`config.mk`:
```
export PLATFORM = sky130hd
export DESIGN_NAME = sysu_bcd_down_timer_flat
export DESIGN_NICKNAME = d
export VERILOG_FILES = /design/src/rtl/sysu_bcd_down_timer_if.sv /design/src/rtl/sysu_bcd_down_timer.sv /design/src/flat_wrapper.sv
export SDC_FILE = /design/constraint.sdc
export NUM_CORES = 1
export LEC_CHECK = 0
export BUFFER_PORTS_ARGS = -buffer_cell sky130_fd_sc_hd__buf_2
export CAP_MARGIN = 40
export CORE_ASPECT_RATIO = 0.9
export CORE_MARGIN = 1.5
export CORE_UTILIZATION = 49
export CTS_CLUSTER_SIZE = 28
export DETAILED_ROUTE_END_ITERATION = 7
export GPL_TIMING_DRIVEN = 0
export PLACE_DENSITY_LB_ADDON = 0.05
export SLEW_MARGIN = 15
export SYNTH_ARGS = -nofsm -noshare
export SYNTH_HDL_FRONTEND = slang
export SYNTH_SLANG_ARGS = --single-unit
```
`constraint.sdc`:
```
create_clock -name CP -period 2.5 [get_ports CP]
set_clock_uncertainty 0.1 [all_clocks]
set_input_delay 0.625 -clock CP [delete_from_list [all_inputs] [get_ports CP]]
set_output_delay 0.625 -clock CP [all_outputs]
set_load 0.03 [all_outputs]
```
`src/rtl/sysu_bcd_down_timer_if.sv`:
```
// Control/data bundle between a sysu_bcd_down_timer and the logic that drives it.
// The controller uses modport master and the timer uses modport slave.
interface sysu_bcd_down_timer_if #(
    parameter int unsigned DIGITS = 2
);
    localparam int unsigned W = 4 * DIGITS;

    logic         PE_N;
    logic         CET;
    logic         CEP;
    logic [W-1:0] P;
    logic [W-1:0] Q;
    logic         TC;
    logic         RUN;
    logic         DONE;

    modport master (
        output PE_N, CET, CEP, P,
        input  Q, TC, RUN, DONE
    );

    modport slave (
        input  PE_N, CET, CEP, P,
        output Q, TC, RUN, DONE
    );
endinterface

```
`src/rtl/sysu_bcd_down_timer.sv`:
```
// Multi-digit BCD down-counter/timer with a one-cycle DONE pulse and a lookahead TC.
// Defining SYSU_BCD_TIMER_AUTO_RELOAD_EN makes expiry reload the last preset and keep running.
module sysu_bcd_down_timer #(
    parameter int unsigned DIGITS = 2
) (
    input  logic                  CP,
    input  logic                  MR,
    sysu_bcd_down_timer_if.slave  tmr
);
    localparam int unsigned W = 4 * DIGITS;

    typedef enum logic [1:0] {
        ST_IDLE = 2'd0,
        ST_RUN  = 2'd1,
        ST_DONE = 2'd2
    } state_e;

    state_e       state_q, state_d;
    logic [W-1:0] q_q, q_d;
    logic [W-1:0] reload_q, reload_d;
    logic         run_q, done_q;
    logic [W-1:0] p_san;
    logic         at_one;

    // Clamp every non-decimal digit (10..15) to 9.
    function automatic logic [W-1:0] bcd_sanitize(input logic [W-1:0] v);
        logic [W-1:0] r;
        r = v;
        for (int k = 0; k < int'(DIGITS); k++) begin
            if (v[4*k +: 4] > 4'd9) r[4*k +: 4] = 4'd9;
        end
        return r;
    endfunction

    // Ripple-borrow BCD decrement; never called with an all-zero value.
    function automatic logic [W-1:0] bcd_dec(input logic [W-1:0] v);
        logic [W-1:0] r;
        logic         borrow;
        r      = v;
        borrow = 1'b1;
        for (int k = 0; k < int'(DIGITS); k++) begin
            if (borrow) begin
                if (v[4*k +: 4] == 4'd0) begin
                    r[4*k +: 4] = 4'd9;
                end else begin
                    r[4*k +: 4] = v[4*k +: 4] - 4'd1;
                    borrow      = 1'b0;
                end
            end
        end
        return r;
    endfunction

    assign p_san  = bcd_sanitize(tmr.P);
    assign at_one = (q_q == W'(1));

    // Load beats count beats hold; MR is applied in the register block.
    always_comb begin
        state_d  = state_q;
        q_d      = q_q;
        reload_d = reload_q;
        if (!tmr.PE_N) begin
            q_d      = p_san;
            reload_d = p_san;
            state_d  = (p_san != '0) ? ST_RUN : ST_IDLE;
        end else begin
            unique case (state_q)
                ST_RUN: begin
                    if (tmr.CET && tmr.CEP) begin
                        if (at_one) begin
`ifdef SYSU_BCD_TIMER_AUTO_RELOAD_EN
                            q_d = reload_q;
`else
                            q_d = '0;
`endif
                            state_d = ST_DONE;
                        end else begin
                            q_d = bcd_dec(q_q);
                        end
                    end
                end
                ST_DONE: begin
`ifdef SYSU_BCD_TIMER_AUTO_RELOAD_EN
                    state_d = ST_RUN;
`else
                    state_d = ST_IDLE;
`endif
                end
                default: state_d = ST_IDLE;
            endcase
        end
    end

    always_ff @(posedge CP) begin
        if (MR) begin
            state_q  <= ST_IDLE;
            q_q      <= '0;
            reload_q <= '0;
            run_q    <= 1'b0;
            done_q   <= 1'b0;
        end else begin
            state_q  <= state_d;
            q_q      <= q_d;
            reload_q <= reload_d;
            run_q    <= (state_d == ST_RUN);
            done_q   <= (state_d == ST_DONE);
        end
    end

    assign tmr.Q    = q_q;
    assign tmr.RUN  = run_q;
    assign tmr.DONE = done_q;
    assign tmr.TC   = tmr.CET & run_q & at_one;

endmodule
```
`src/flat_wrapper.sv`:
```
// flat-port wrapper written by rule: the top's interface ports become plain ports
module sysu_bcd_down_timer_flat 
#(
    parameter int unsigned DIGITS = 2
)
  (CP, MR, tmr_PE_N, tmr_CET, tmr_CEP, tmr_P, tmr_Q, tmr_TC, tmr_RUN, tmr_DONE);
  sysu_bcd_down_timer_if #(.DIGITS(DIGITS)) tmr_i ();
  input  logic CP;
  input  logic MR;
  input wire logic [$bits(tmr_i.PE_N)-1:0] tmr_PE_N;
  input wire logic [$bits(tmr_i.CET)-1:0] tmr_CET;
  input wire logic [$bits(tmr_i.CEP)-1:0] tmr_CEP;
  input wire logic [$bits(tmr_i.P)-1:0] tmr_P;
  output wire logic [$bits(tmr_i.Q)-1:0] tmr_Q;
  output wire logic [$bits(tmr_i.TC)-1:0] tmr_TC;
  output wire logic [$bits(tmr_i.RUN)-1:0] tmr_RUN;
  output wire logic [$bits(tmr_i.DONE)-1:0] tmr_DONE;
  assign tmr_i.PE_N = tmr_PE_N;
  assign tmr_i.CET = tmr_CET;
  assign tmr_i.CEP = tmr_CEP;
  assign tmr_i.P = tmr_P;
  assign tmr_Q = tmr_i.Q;
  assign tmr_TC = tmr_i.TC;
  assign tmr_RUN = tmr_i.RUN;
  assign tmr_DONE = tmr_i.DONE;
  sysu_bcd_down_timer #(.DIGITS(DIGITS)) u_core (.CP(CP), .MR(MR), .tmr(tmr_i));
endmodule
```
Word level (Yosys, flattened, before mapping)
Cells that the tools add are included.
Cells by class
  bitwise logic cells: 2
  reductions and logical operators: 6
  magnitude comparators: 2
  equal/unequal tests: 7
  muxes and demuxes: 19
  add/sub/neg operators: 2
Operator list (number)
  $mux W8: 4
  $mux W4: 5
  $eq A8 B1 Y1 const B: 1
  $gt A4 B4 Y1 const B: 2
  $logic_not A4 Y1: 2
  $mux W2: 4
  $reduce_bool A8 Y1: 1
  $sub A4 B1 Y4 const B: 2
  $mux W1: 6
  $eq A2 B1 Y1 const B: 2
  $ne A2 B1 Y1 const B: 2
  $ne A3 B1 Y1 const B: 1
  $reduce_and A3 Y1: 1
  $and A1 B1 Y1: 2
  $eq A2 B2 Y1 const B: 1
  $reduce_and A2 Y1: 1
  $logic_and A1 B1 Y1: 1
Word-level totals
  input bits: 13
  register bits: 12
  output and inout bits: 11
  logic and storage cells: 43

Logic depth before layout (Yosys ltp)
Gate-level depths: netlist (run 1).
  word-level depth: 11
  mapped depth: 6
  gate-level depth less buffers: 6

Worst setup path before layout (run 1)
OpenSTA, ideal clock, no wires.
  path kind: register -> output
  start: register u_core.q_q[0], in the netlist u_core.tmr.Q[0]
  end: output port tmr_TC
  setup slack: 0.133 ns
  required time: 1.775 ns
  buffers on the path: 0
  data arrival time: 1.642 ns
  cell stages (with the launch flop): 5
  path through: dfxtp_1 ha_1 and4bb_4 nand2_1 nor2_1
On the way
  longest elaborated chain between the ends: 2
RTL lines
  start, declared: line sysu_bcd_down_timer.sv:19  | logic [W-1:0] q_q, q_d;
  start signal, assigned: line sysu_bcd_down_timer.sv:103  | q_q <= q_d;
  $eq A8 B1 Y1: line sysu_bcd_down_timer.sv:55  | assign at_one = (q_q == W'(1));
  $and A1 B1 Y1: line sysu_bcd_down_timer.sv:113  | assign tmr.TC = tmr.CET & run_q & at_one;
  end, declared: line flat_wrapper.sv:15  | output wire logic [$bits(tmr_i.TC)-1:0] tmr_TC;
Every way passes these cells.

Final worst setup path (run 1)
  start: register u_core.q_q[4], in the netlist u_core.tmr.Q[4]
  end: output port tmr_TC
Same word-level chain as after synthesis.

==> reports/metrics.csv, run 1 <==
stage,metric,value,unit
clock_network,root cell of the clock tree,clkbuf_4,
clock_network,Clock H-tree levels,1,
final_layout,Total Nets Final,133,
global_route,initial antenna violation count,0,
global_route,largest net degree at the start of global routing,11,
status,failing checks,design-rule violations,
synthesis,Post-Syn Area,764,um2
clock_network,setup bufs post-CTS,0,
detailed_routing,post-detailed-route count of antenna-violating nets,0,
synthesis,Post-Syn Nets,106,
clock_network,Worst-Skew Late Latency,280,ps
floorplanning,row count,13,
worst_setup_path,Worst setup EP type,primary output,
clock_network,total CTS buffers,3,
sta,Tcrit/Tclk final,94.7,%
sta,min setup slack post-route,133,ps
sta,RSZ-0062 raised after global routing,no,
placement,Port Buffer Count,22,
worst_setup_path,Reg2Reg Depth,6,
pwr,leakage power,0.000393,uW
placement,Place WS,359,ps
final_layout,layout cells sized above 1,29.3,%
pwr,Internal,346,uW
hold_path,Min-Delay Path Class,flop to flop,
synthesis,Mapped Cells,90,
sta,slew at the pin closest to its max-slew limit,494,ps
synthesis,Syn Area/Cell,8.49,um2
worst_setup_path,Worst Path Arrival,1640,ps
worst_setup_path,kind of start point of the critical path,flop,
detailed_routing,routed wire length per instance,14.5,um
synthesis,"area leader, netlist",dfxtp_1,
placement,DP HPWL,1450,um
synthesis,ys flop type,dfxtp_1,
floorplanning,die width,44.6,um
clock_network,Bufs on Longest Clock Path,2,
final_layout,diode count,0,
pwr,Psw,167,uW
floorplanning,Starting Density,52.8,%
detailed_routing,drt via density,6.18,
floorplanning,Top-Level Pins,24,
placement,Placed Instances,127,
placement,Final GP Congestion,0.799,
floorplanning,core area,1450,um2
sta,Final setup viols,0,
synthesis,post-synthesis sequential area ratio,31.4,%
clock_network,Clock transition at path regs,80,ps
sta,Final Max Slew Viols,0,
floorplanning,Die Y,40.5,um
detailed_routing,DRC Markers,1,
detailed_routing,DRT Pass-1 Iters,6,
status,status,"finished, violations left",
worst_setup_path,crit-path max FO,6,
sta,Max Fclk,0.422,GHz
clock_network,"Hold-fix buffers, CTS",0,
pwr,power per standard cell area,540,nW/um2
synthesis,top post-synthesis cells by area,"dfxtp_1 31%, ha_1 4.9%, o21ai_0 4.6%",
pwr,Peak supply drop,431,uV
synthesis,most frequent cell after synthesis,dfxtp_1,
clock_network,CTS tree,built,
sta,final setup TNS,0,ps
sta,min cycle time layout,2370,ps
worst_setup_path,CP Class,flop to primary output,
pwr,Logic pwr share,26.5,%
global_route,GRT Total Usage,24.2,%
clock_network,clock sinks,12,
synthesis,area share of the largest cell type after synthesis,31.4,%
synthesis,#FFs+latches synth,12,
pwr,switching share of power,32.6,%
worst_setup_path,reg-to-reg endpoint,u_core.tmr.Q[0],
global_route,first-pass GRT wire length,2960,um
detailed_routing,via count,810,
hold_path,hold wc startpoint,u_core.state_q[0],
final_layout,Area growth syn-to-layout,24.1,%
flow_run,number of max-cap violations,0,
worst_setup_path,Critical Path RT,1770,ps
synthesis,Synth Warn #,0,
synthesis,Post-synth top cells,"12 x dfxtp_1, 7 x nor2_1, 7 x o21ai_0, 6 x inv_1, 6 x nand2_1",
global_route,GRT overflow,0,
pwr,register share of total power,42.2,%
hold_path,Hold Crit Depth,2,
sta,Final Hold Viols,0,
final_layout,Filler Cell Count,144,
worst_setup_path,R2R Path Start,u_core.tmr.Q[1],
detailed_routing,routed wire length,1900,um
synthesis,"Async S/R FF share, synth",0,%
hold_path,worst hold endpoint,u_core.state_q[0],
clock_network,post_cts resized,0,
final_layout,fin cells,131,
worst_setup_path,Reg2Reg Setup Slack,630,ps
detailed_routing,DR iter-0 viols,26,
global_route,number of global-route vias before repair,661,
pwr,Clock power frac,31.2,%
floorplanning,overall die area,1810,um2
synthesis,Yosys cell types,35,
synthesis,number of synthesized flops with an enable pin,0,
sta,relative slew slack,67.0,%
sequential cells by signal (all words and copies together) (netlist names):
name / flops
u_core.state_q: 2
u_core.tmr.DONE: 1
u_core.tmr.RUN: 1
u_core.tmr.Q: 8
layout make-up:
class / count / area [um2] / share of cell area (%)
plain buffers: 3 / 11.3 / 1.19
multi-input cells: 69 / 505 / 53.3
well taps: 15 / 18.8 / 1.98
clock buffers: 4 / 36.3 / 3.83
repair buffers: 22 / 113 / 11.9
flip-flops and latches: 12 / 241 / 25.5
inverters: 6 / 22.5 / 2.37
layer usage:
metal / vias to the layer above / global-route usage, % / part of all wire (%)
met5: - / 0 / 0
met4: 0 / 6.82 / 0.68
met3: 2 / 6.76 / 6.8
met2: 31 / 39.1 / 47
met1: 373 / 31.6 / 45
li1: 404 / - / -
worst max path at each step:
stage               startpoint  slack, ps  cells past startpoint      to
6_report       u_core.tmr.Q[4]        130                      6  tmr_TC
3_3_place_gp   u_core.tmr.Q[0]        380                      5  tmr_TC
5_1_grt        u_core.tmr.Q[4]         40                      6  tmr_TC
3_5_place_dp   u_core.tmr.Q[4]        360                      6  tmr_TC
2_1_floorplan  u_core.tmr.Q[0]        130                      4  tmr_TC
4_1_cts        u_core.tmr.Q[4]         40                      6  tmr_TC
power by group through the flow:
stage                     combinational, uW  clock (uW)  sequential, uW
after floorplan                        71.3           0             238
after global placement                  128           0             220
after detailed placement                130           0             220
after CTS                               131         162             216
after global routing                    150         170             219
final                                   136         160             216
stage by stage:
step | area, um2 | hold WS [ps] | power (uW) | util, %
2_1_floorplan | 764 | 404 | 310 | -
3_3_place_gp | 893 | 429 | 348 | 61.7
3_5_place_dp | 893 | 429 | 351 | 61.7
4_1_cts | 930 | 447 | 509 | 64.2
5_1_grt | 948 | 491 | 540 | 65.5
6_report | 948 | 446 | 512 | 65.5
critical path: stages, from the launching register on:
cell      delay, ps
dfxtp_1         350
inv_1           110
ha_4            170
and4bb_4        290
nand2_1         120
nor2_1          130
clkbuf_4        190
cell families after synthesis:
kind of cell    Yosys count  share of synthesized area [%]
compound gates           29                           28.0
simple gates             35                           28.6
mux                       2                           2.62
buf+inv                   9                           4.42
flops                    12                           31.4
fa+ha+maj                 3                           4.91
layout by cell type (no fill, tap or decap), drive strengths merged:
| cell | Yosys | final |
|---|---|---|
| nand3b | 4 | 4 |
| dfxtp | 12 | 12 |
| o21bai | 1 | 1 |
| or3b | 2 | 2 |
| inv | 6 | 6 |
| buf | 0 | 21 |
| and4b | 2 | 2 |
| o211ai | 1 | 1 |
| o41ai | 1 | 1 |
| nor3 | 3 | 3 |
| a311oi | 1 | 1 |
| a22oi | 1 | 1 |
| a21oi | 4 | 4 |
| o21ai | 7 | 7 |
| a211oi | 4 | 4 |
| and3 | 1 | 1 |
| a31oi | 1 | 1 |
| o22a | 1 | 1 |
| a32oi | 1 | 1 |
| a221oi | 4 | 4 |
| clkbuf | 3 | 8 |
| nand2b | 2 | 2 |
| o31ai | 1 | 1 |
| a311o | 1 | 1 |
| and4bb | 1 | 1 |
| nand4b | 2 | 2 |
| nor4 | 2 | 2 |
| ha | 3 | 3 |
| nand2 | 6 | 6 |
| nor2 | 7 | 7 |
| mux2i | 2 | 2 |
| nand4 | 1 | 1 |
| or2b | 2 | 2 |
No activity file was read; power rests on OpenSTA's default activity.
==> run 2: changes to the inputs <==
--- a/config.mk
+++ b/config.mk
@@ -13,6 +13,7 @@
 export CTS_CLUSTER_SIZE = 28
 export DETAILED_ROUTE_END_ITERATION = 7
 export GPL_TIMING_DRIVEN = 0
+export MAX_ROUTING_LAYER = met4
 export PLACE_DENSITY_LB_ADDON = 0.05
 export SLEW_MARGIN = 15
 export SYNTH_ARGS = -nofsm -noshare
==> run 2 against run 1 <==
The flow still finishes with violations (design-rule violations); non-clock buffer count is the same; power shrank 0.25%; sequential power is essentially flat; critical path depth is the same; combinational power is essentially flat; global-route usage grew 0.72 points; sequential share of layout area is the same; critical path type unchanged; critical endpoint unchanged.
==> reports/metrics.csv, run 2 (synthesis gave the netlist of run 1 again) <==
stage,metric,value,unit,change
status,status,"finished, violations left",,
status,failing checks,design-rule violations,,
sta,Final Max Slew Viols,0,,unchanged
detailed_routing,via count,789,,-2.6%
worst_setup_path,Critical Path RT,1770,ps,about the same
global_route,initial antenna violation count,0,,unchanged
floorplanning,Top-Level Pins,24,,unchanged
pwr,Peak supply drop,431,uV,about the same
floorplanning,die width,44.6,um,unchanged
hold_path,Min-Delay Path Class,flop to flop,,
final_layout,"commonest non-fill, non-tap cell in the layout",buf_2,,
sta,slew at the pin closest to its max-slew limit,488,ps,-5.99 ps
detailed_routing,drt via density,6.02,,-2.6%
floorplanning,core area,1450,um2,unchanged
global_route,largest net degree at the start of global routing,11,,unchanged
pwr,Pwr Total,511,uW,-0.25%
detailed_routing,DR iter-0 viols,26,,unchanged
global_route,GRT overflow,0,,unchanged
final_layout,Area growth syn-to-layout,24.1,%,unchanged
pwr,leakage power,0.000393,uW,unchanged
placement,Final GP Congestion,0.811,,+1.4%
sta,relative slew slack,67.4,%,+0.40 points
global_route,GRT Total Usage,24.9,%,+0.72 points
clock_network,Worst-Skew Late Latency,280,ps,about the same
detailed_routing,routed wire length,1900,um,-0.11%
sta,RSZ-0062 raised after global routing,no,,
clock_network,Clock transition at path regs,80,ps,about the same
clock_network,Bufs on Longest Clock Path,2,,unchanged
detailed_routing,routed wire length per instance,14.5,um,-0.11%
pwr,power per standard cell area,539,nW/um2,-0.25%
worst_setup_path,crit-path max FO,6,,unchanged
sta,Min Hold Slack,446,ps,-0.00800 ps
floorplanning,Die Y,40.5,um,unchanged
floorplanning,Starting Density,52.8,%,unchanged
clock_network,root cell of the clock tree,clkbuf_4,,
worst_setup_path,CP Class,flop to primary output,,
sta,Max Fclk,0.424,GHz,+0.29%
clock_network,clock sinks,12,,unchanged
clock_network,Clock H-tree levels,1,,unchanged
final_layout,Total Nets Final,133,,unchanged
detailed_routing,post-detailed-route count of antenna-violating nets,0,,unchanged
final_layout,most frequent cells in the layout,"21 x buf_2, 11 x dfxtp_1, 7 x o21ai_0",,
final_layout,Largest register FFs,8,,unchanged
clock_network,post_cts resized,0,,unchanged
sta,Tcrit/Tclk final,94.4,%,-0.27 points
floorplanning,row count,13,,unchanged
floorplanning,overall die area,1810,um2,unchanged
detailed_routing,DRT Pass-1 Iters,6,,unchanged
clock_network,total CTS buffers,3,,unchanged
detailed_routing,DRC Markers,1,,unchanged
clock_network,setup bufs post-CTS,0,,unchanged
sta,Final setup viols,0,,unchanged
placement,Port Buffer Count,22,,unchanged
clock_network,"Hold-fix buffers, CTS",0,,unchanged
clock_network,CTS tree,built,,
flow_run,number of max-cap violations,0,,unchanged
sta,final setup TNS,0,ps,unchanged
global_route,first-pass GRT wire length,2970,um,+0.24%
global_route,number of global-route vias before repair,663,,+0.30%
worst_setup_path,kind of start point of the critical path,flop,,
final_layout,post-layout util,65.5,%,unchanged
final_layout,diode count,0,,unchanged
final_layout,Filler Cell Count,144,,unchanged
sta,min cycle time layout,2360,ps,-6.84 ps
worst_setup_path,Worst setup EP type,primary output,,
worst_setup_path,Worst Path Arrival,1640,ps,about the same
sta,Final Hold Viols,0,,unchanged
final_layout,layout cells sized above 1,29.3,%,unchanged
placement,DP HPWL,1450,um,unchanged
run 2: worst paths after layout:
| kind | startpoint | slack, ps | to | cells past startpoint |
|---|---|---|---|---|
| setup / recovery | u_core.tmr.Q[4] | 140 | tmr_TC | 6 |
| hold / removal | u_core.state_q[0] | 450 | u_core.state_q[0] | 2 |
| setup reg to reg | u_core.tmr.Q[1] | 630 | u_core.tmr.Q[0] | 6 |
| hold reg to reg | u_core.state_q[0] | 450 | u_core.state_q[0] | 2 |
run 2: critical path, cell delays in order, from the launching register on:
cell and delay (ps):
dfxtp_1 350, inv_1 110, ha_4 170, and4bb_4 290
nand2_1 120, nor2_1 130, clkbuf_4 190
run 2: stage by stage:
step	instance area [um2]	instances	worst slack, ps
after floorplan	764	90	133
after global placement	893	127	385
after detailed placement	893	127	359
after CTS	930	131	44.0
after global routing	948	131	39.4
final	948	131	140
run 2: metal layers:
metal,track usage (%),part of all wire (%),vias up
li1,-,-,401
met1,31.6,46,359
met2,39.1,47,27
met3,6.76,6.4,2
met4,6.82,0.69,0
met5,-,0,-
run 2: final cells by class:
class | instances | area, um2 | share of cell area [%]
Tap cell | 15 | 18.8 | 1.98
Buffer | 3 | 11.3 | 1.19
Clock buffer | 4 | 36.3 | 3.83
Multi-Input combinational cell | 69 | 505 | 53.3
Timing Repair Buffer | 22 | 113 | 11.9
Sequential cell | 12 | 241 | 25.5
Inverter | 6 | 22.5 | 2.37
run 2: report_power, final:
part	switching [uW]	internal, uW	total [uW]
clock network	70.8	88.6	159
registers	13.3	203	216
logic	81.4	54.0	135
==> run 3: changes to the inputs <==
--- a/config.mk
+++ b/config.mk
@@ -5,10 +5,11 @@
 export SDC_FILE = /design/constraint.sdc
 export NUM_CORES = 1
 export LEC_CHECK = 0
+export ABC_AREA = 1
 export BUFFER_PORTS_ARGS = -buffer_cell sky130_fd_sc_hd__buf_2
 export CAP_MARGIN = 40
 export CORE_ASPECT_RATIO = 0.9
-export CORE_MARGIN = 1.5
+export CORE_MARGIN = 10
 export CORE_UTILIZATION = 49
 export CTS_CLUSTER_SIZE = 28
 export DETAILED_ROUTE_END_ITERATION = 7
==> run 3 against run 2 <==
The flow now finishes without violations; highest routed layer unchanged; final area decreased by 0.79%; sequential share of layout area increased by 0.070 points; critical endpoint unchanged; register-to-register slack improved by 290 ps; critical path type unchanged.
==> reports/metrics.csv, run 3 <==
stage,metric,value,unit,change
status,status,finished clean,,
synthesis,Mapped Cells,117,,+30%
pwr,Psw,197,uW,+19%
sta,final setup TNS,0,ps,unchanged
detailed_routing,via count,860,,+9.0%
worst_setup_path,Reg2Reg Depth,7,,+1
pwr,Pwr Total,522,uW,+2.1%
pwr,switching share of power,37.7,%,+5.4 points
clock_network,Worst-Skew Late Latency,280,ps,about the same
clock_network,root cell of the clock tree,clkbuf_4,,
detailed_routing,routed wire length,2030,um,+6.9%
synthesis,"Async S/R FF share, synth",0,%,unchanged
sta,slew at the pin closest to its max-slew limit,399,ps,-89.2 ps
final_layout,diode count,0,,unchanged
final_layout,most frequent cells in the layout,"23 x buf_2, 21 x nand2_1, 17 x inv_1",,
clock_network,Bufs on Longest Clock Path,2,,unchanged
global_route,first-pass GRT wire length,3320,um,+12%
worst_setup_path,kind of start point of the critical path,flop,,
pwr,Peak supply drop,374,uV,-13%
final_layout,layout cells sized above 1,26.1,%,-3.3 points
worst_setup_path,Worst setup EP type,primary output,,
synthesis,Post-Syn Area,781,um2,+2.1%
sta,min setup slack post-route,208,ps,+68.7 ps
global_route,number of global-route vias before repair,784,,+18%
final_layout,Area growth syn-to-layout,20.5,%,
final_layout,Largest register FFs,8,,unchanged
pwr,power per standard cell area,555,nW/um2,+2.9%
detailed_routing,DRT Pass-1 Iters,5,,-1
sta,Final Max Slew Viols,0,,unchanged
synthesis,ys flop type,dfxtp_1,,
placement,Final GP Congestion,0.876,,+8.1%
synthesis,area share of the largest cell type after synthesis,30.8,%,-0.65 points
worst_setup_path,Worst Path Arrival,1570,ps,-70 ps
pwr,Internal,325,uW,-6.0%
pwr,register share of total power,42.2,%,about the same
floorplanning,core area,1480,um2,+2.2%
detailed_routing,drt via density,5.24,,-13%
synthesis,#FFs+latches synth,12,,unchanged
hold_path,Hold Crit Depth,2,,unchanged
synthesis,"area leader, netlist",dfxtp_1,,
sta,Final setup viols,0,,unchanged
clock_network,clock sinks,12,,unchanged
sta,RSZ-0062 raised after global routing,no,,
worst_setup_path,CP Class,flop to primary output,,
global_route,initial antenna violation count,0,,unchanged
synthesis,Synth Warn #,0,,unchanged
synthesis,Syn Area/Cell,6.67,um2,-21%
global_route,GRT overflow,0,,unchanged
sta,relative slew slack,73.4,%,+5.9 points
clock_network,post_cts resized,0,,unchanged
floorplanning,Die Y,57.9,um,+43%
pwr,Clock power frac,23.2,%,-8.0 points
floorplanning,overall die area,3590,um2,+99%
clock_network,CTS tree,built,,
detailed_routing,DR iter-0 viols,28,,+7.7%
floorplanning,Starting Density,52.7,%,-0.062 points
final_layout,"commonest non-fill, non-tap cell in the layout",buf_2,,
flow_run,number of max-cap violations,0,,unchanged
hold_path,Min-Delay Path Class,flop to flop,,
placement,Port Buffer Count,22,,unchanged
worst_setup_path,crit-path max FO,5,,-1
sta,min cycle time layout,2290,ps,-68.7 ps
sta,Tcrit/Tclk final,91.7,%,-2.7 points
synthesis,most frequent cell after synthesis,nand2_1,,
synthesis,Post-Syn Nets,133,,+25%
sta,Max Fclk,0.436,GHz,+3.0%
pwr,Logic pwr share,34.6,%,+8.1 points
detailed_routing,post-detailed-route count of antenna-violating nets,0,,unchanged
synthesis,top post-synthesis cells by area,"dfxtp_1 31%, nand2_1 10%, inv_1 8.2%",,
synthesis,post-synthesis sequential area ratio,30.8,%,-0.65 points
synthesis,number of synthesized flops with an enable pin,0,,unchanged
sta,Final Hold Viols,0,,unchanged
detailed_routing,routed wire length per instance,12.4,um,-15%
clock_network,total CTS buffers,3,,unchanged
global_route,GRT Total Usage,12.6,%,-12 points
clock_network,setup bufs post-CTS,0,,unchanged
detailed_routing,DRC Markers,0,,-1
pwr,leakage power,0.000459,uW,+17%
global_route,largest net degree at the start of global routing,11,,unchanged
worst_setup_path,Reg2Reg Setup Slack,920,ps,+290 ps
worst_setup_path,Critical Path RT,1770,ps,about the same
clock_network,Clock H-tree levels,1,,unchanged
final_layout,Total Nets Final,160,,+20%
clock_network,"Hold-fix buffers, CTS",0,,unchanged
floorplanning,Top-Level Pins,24,,unchanged
placement,DP HPWL,1640,um,+13%
clock_network,Clock transition at path regs,70,ps,about the same
floorplanning,die width,62.1,um,+39%
synthesis,Post-synth top cells,"21 x nand2_1, 17 x inv_1, 12 x dfxtp_1, 12 x nor2_1",,
floorplanning,row count,13,,unchanged
synthesis,Yosys cell types,26,,-26%
placement,Place WS,525,ps,+166 ps
run 3: cell types whose count changed after synthesis, moves of 3 or more:
| cell | before | now |
|---|---|---|
| a21oi_1 | 4 | 8 |
| nor2_4 | 0 | 3 |
| nor2_1 | 7 | 12 |
| a211oi_1 | 4 | 0 |
| inv_1 | 6 | 17 |
| nand2_1 | 6 | 21 |
| nand3b_1 | 4 | 1 |
| nand3_1 | 0 | 6 |
| nand2_2 | 0 | 4 |
run 3: cell type report:
class | count | area, um2
inverter | 17 | 63.8
clock buffer | 3 | 22.5
multi-input combinational | 86 | 468
timing repair buffer | 22 | 110
sequential | 12 | 240
buffer | 2 | 8.76
tap | 22 | 27.5
fill | 153 | 539
run 3: worst paths after layout:
kind | from | to
min reg2reg | u_core.tmr.Q[5] | u_core.tmr.Q[5]
max reg2reg | u_core.tmr.Q[0] | u_core.tmr.Q[6]
min | u_core.tmr.Q[5] | u_core.tmr.Q[5]
max | u_core.tmr.Q[4] | tmr_TC
run 3: cell families after synthesis:
group | after synthesis | synth area share, %
AOI/OAI and AO/OA | 24 | 16.7
xor gates and xnor gates | 2 | 2.24
adders and majority gates | 3 | 4.81
buffers and inverters | 19 | 9.29
DFF | 12 | 30.8
and+or+nand+nor | 57 | 36.2
run 3: worst max-delay path, cell delays in order, from the launching register on:
cell,delay [ps]
dfxtp_1,390
inv_1,80
ha_1,240
nand2_1,160
inv_1,80
nand2_2,110
nor2_1,50
buf_2,170
run 3: per-layer routing:
metal | part of all wire, % | wire [um] | global-route usage [%]
met4 | 1.7 | 35 | 6.05
met1 | 44 | 900 | 13.9
met3 | 9.8 | 198 | 5.23
met5 | 0 | 0 | -
met2 | 44 | 893 | 19.2
run 3: power by group through the flow:
stage / clock network (uW) / logic, uW / registers (uW)
global placement: 0 / 178 / 224
detailed placement: 0 / 181 / 224
finish: 121 / 181 / 220
CTS: 123 / 182 / 220
global route: 134 / 205 / 222
floorplan: 0 / 111 / 248
run 3: metrics by stage:
step / util (%) / area (um2) / hold WS [ps] / std cells
2_1_floorplan: - / 781 / 431 / 117
3_3_place_gp: 62.0 / 918 / 372 / 161
3_5_place_dp: 62.0 / 918 / 375 / 161
4_1_cts: 63.6 / 941 / 391 / 164
5_1_grt: 63.6 / 941 / 405 / 164
6_report: 63.6 / 941 / 392 / 164
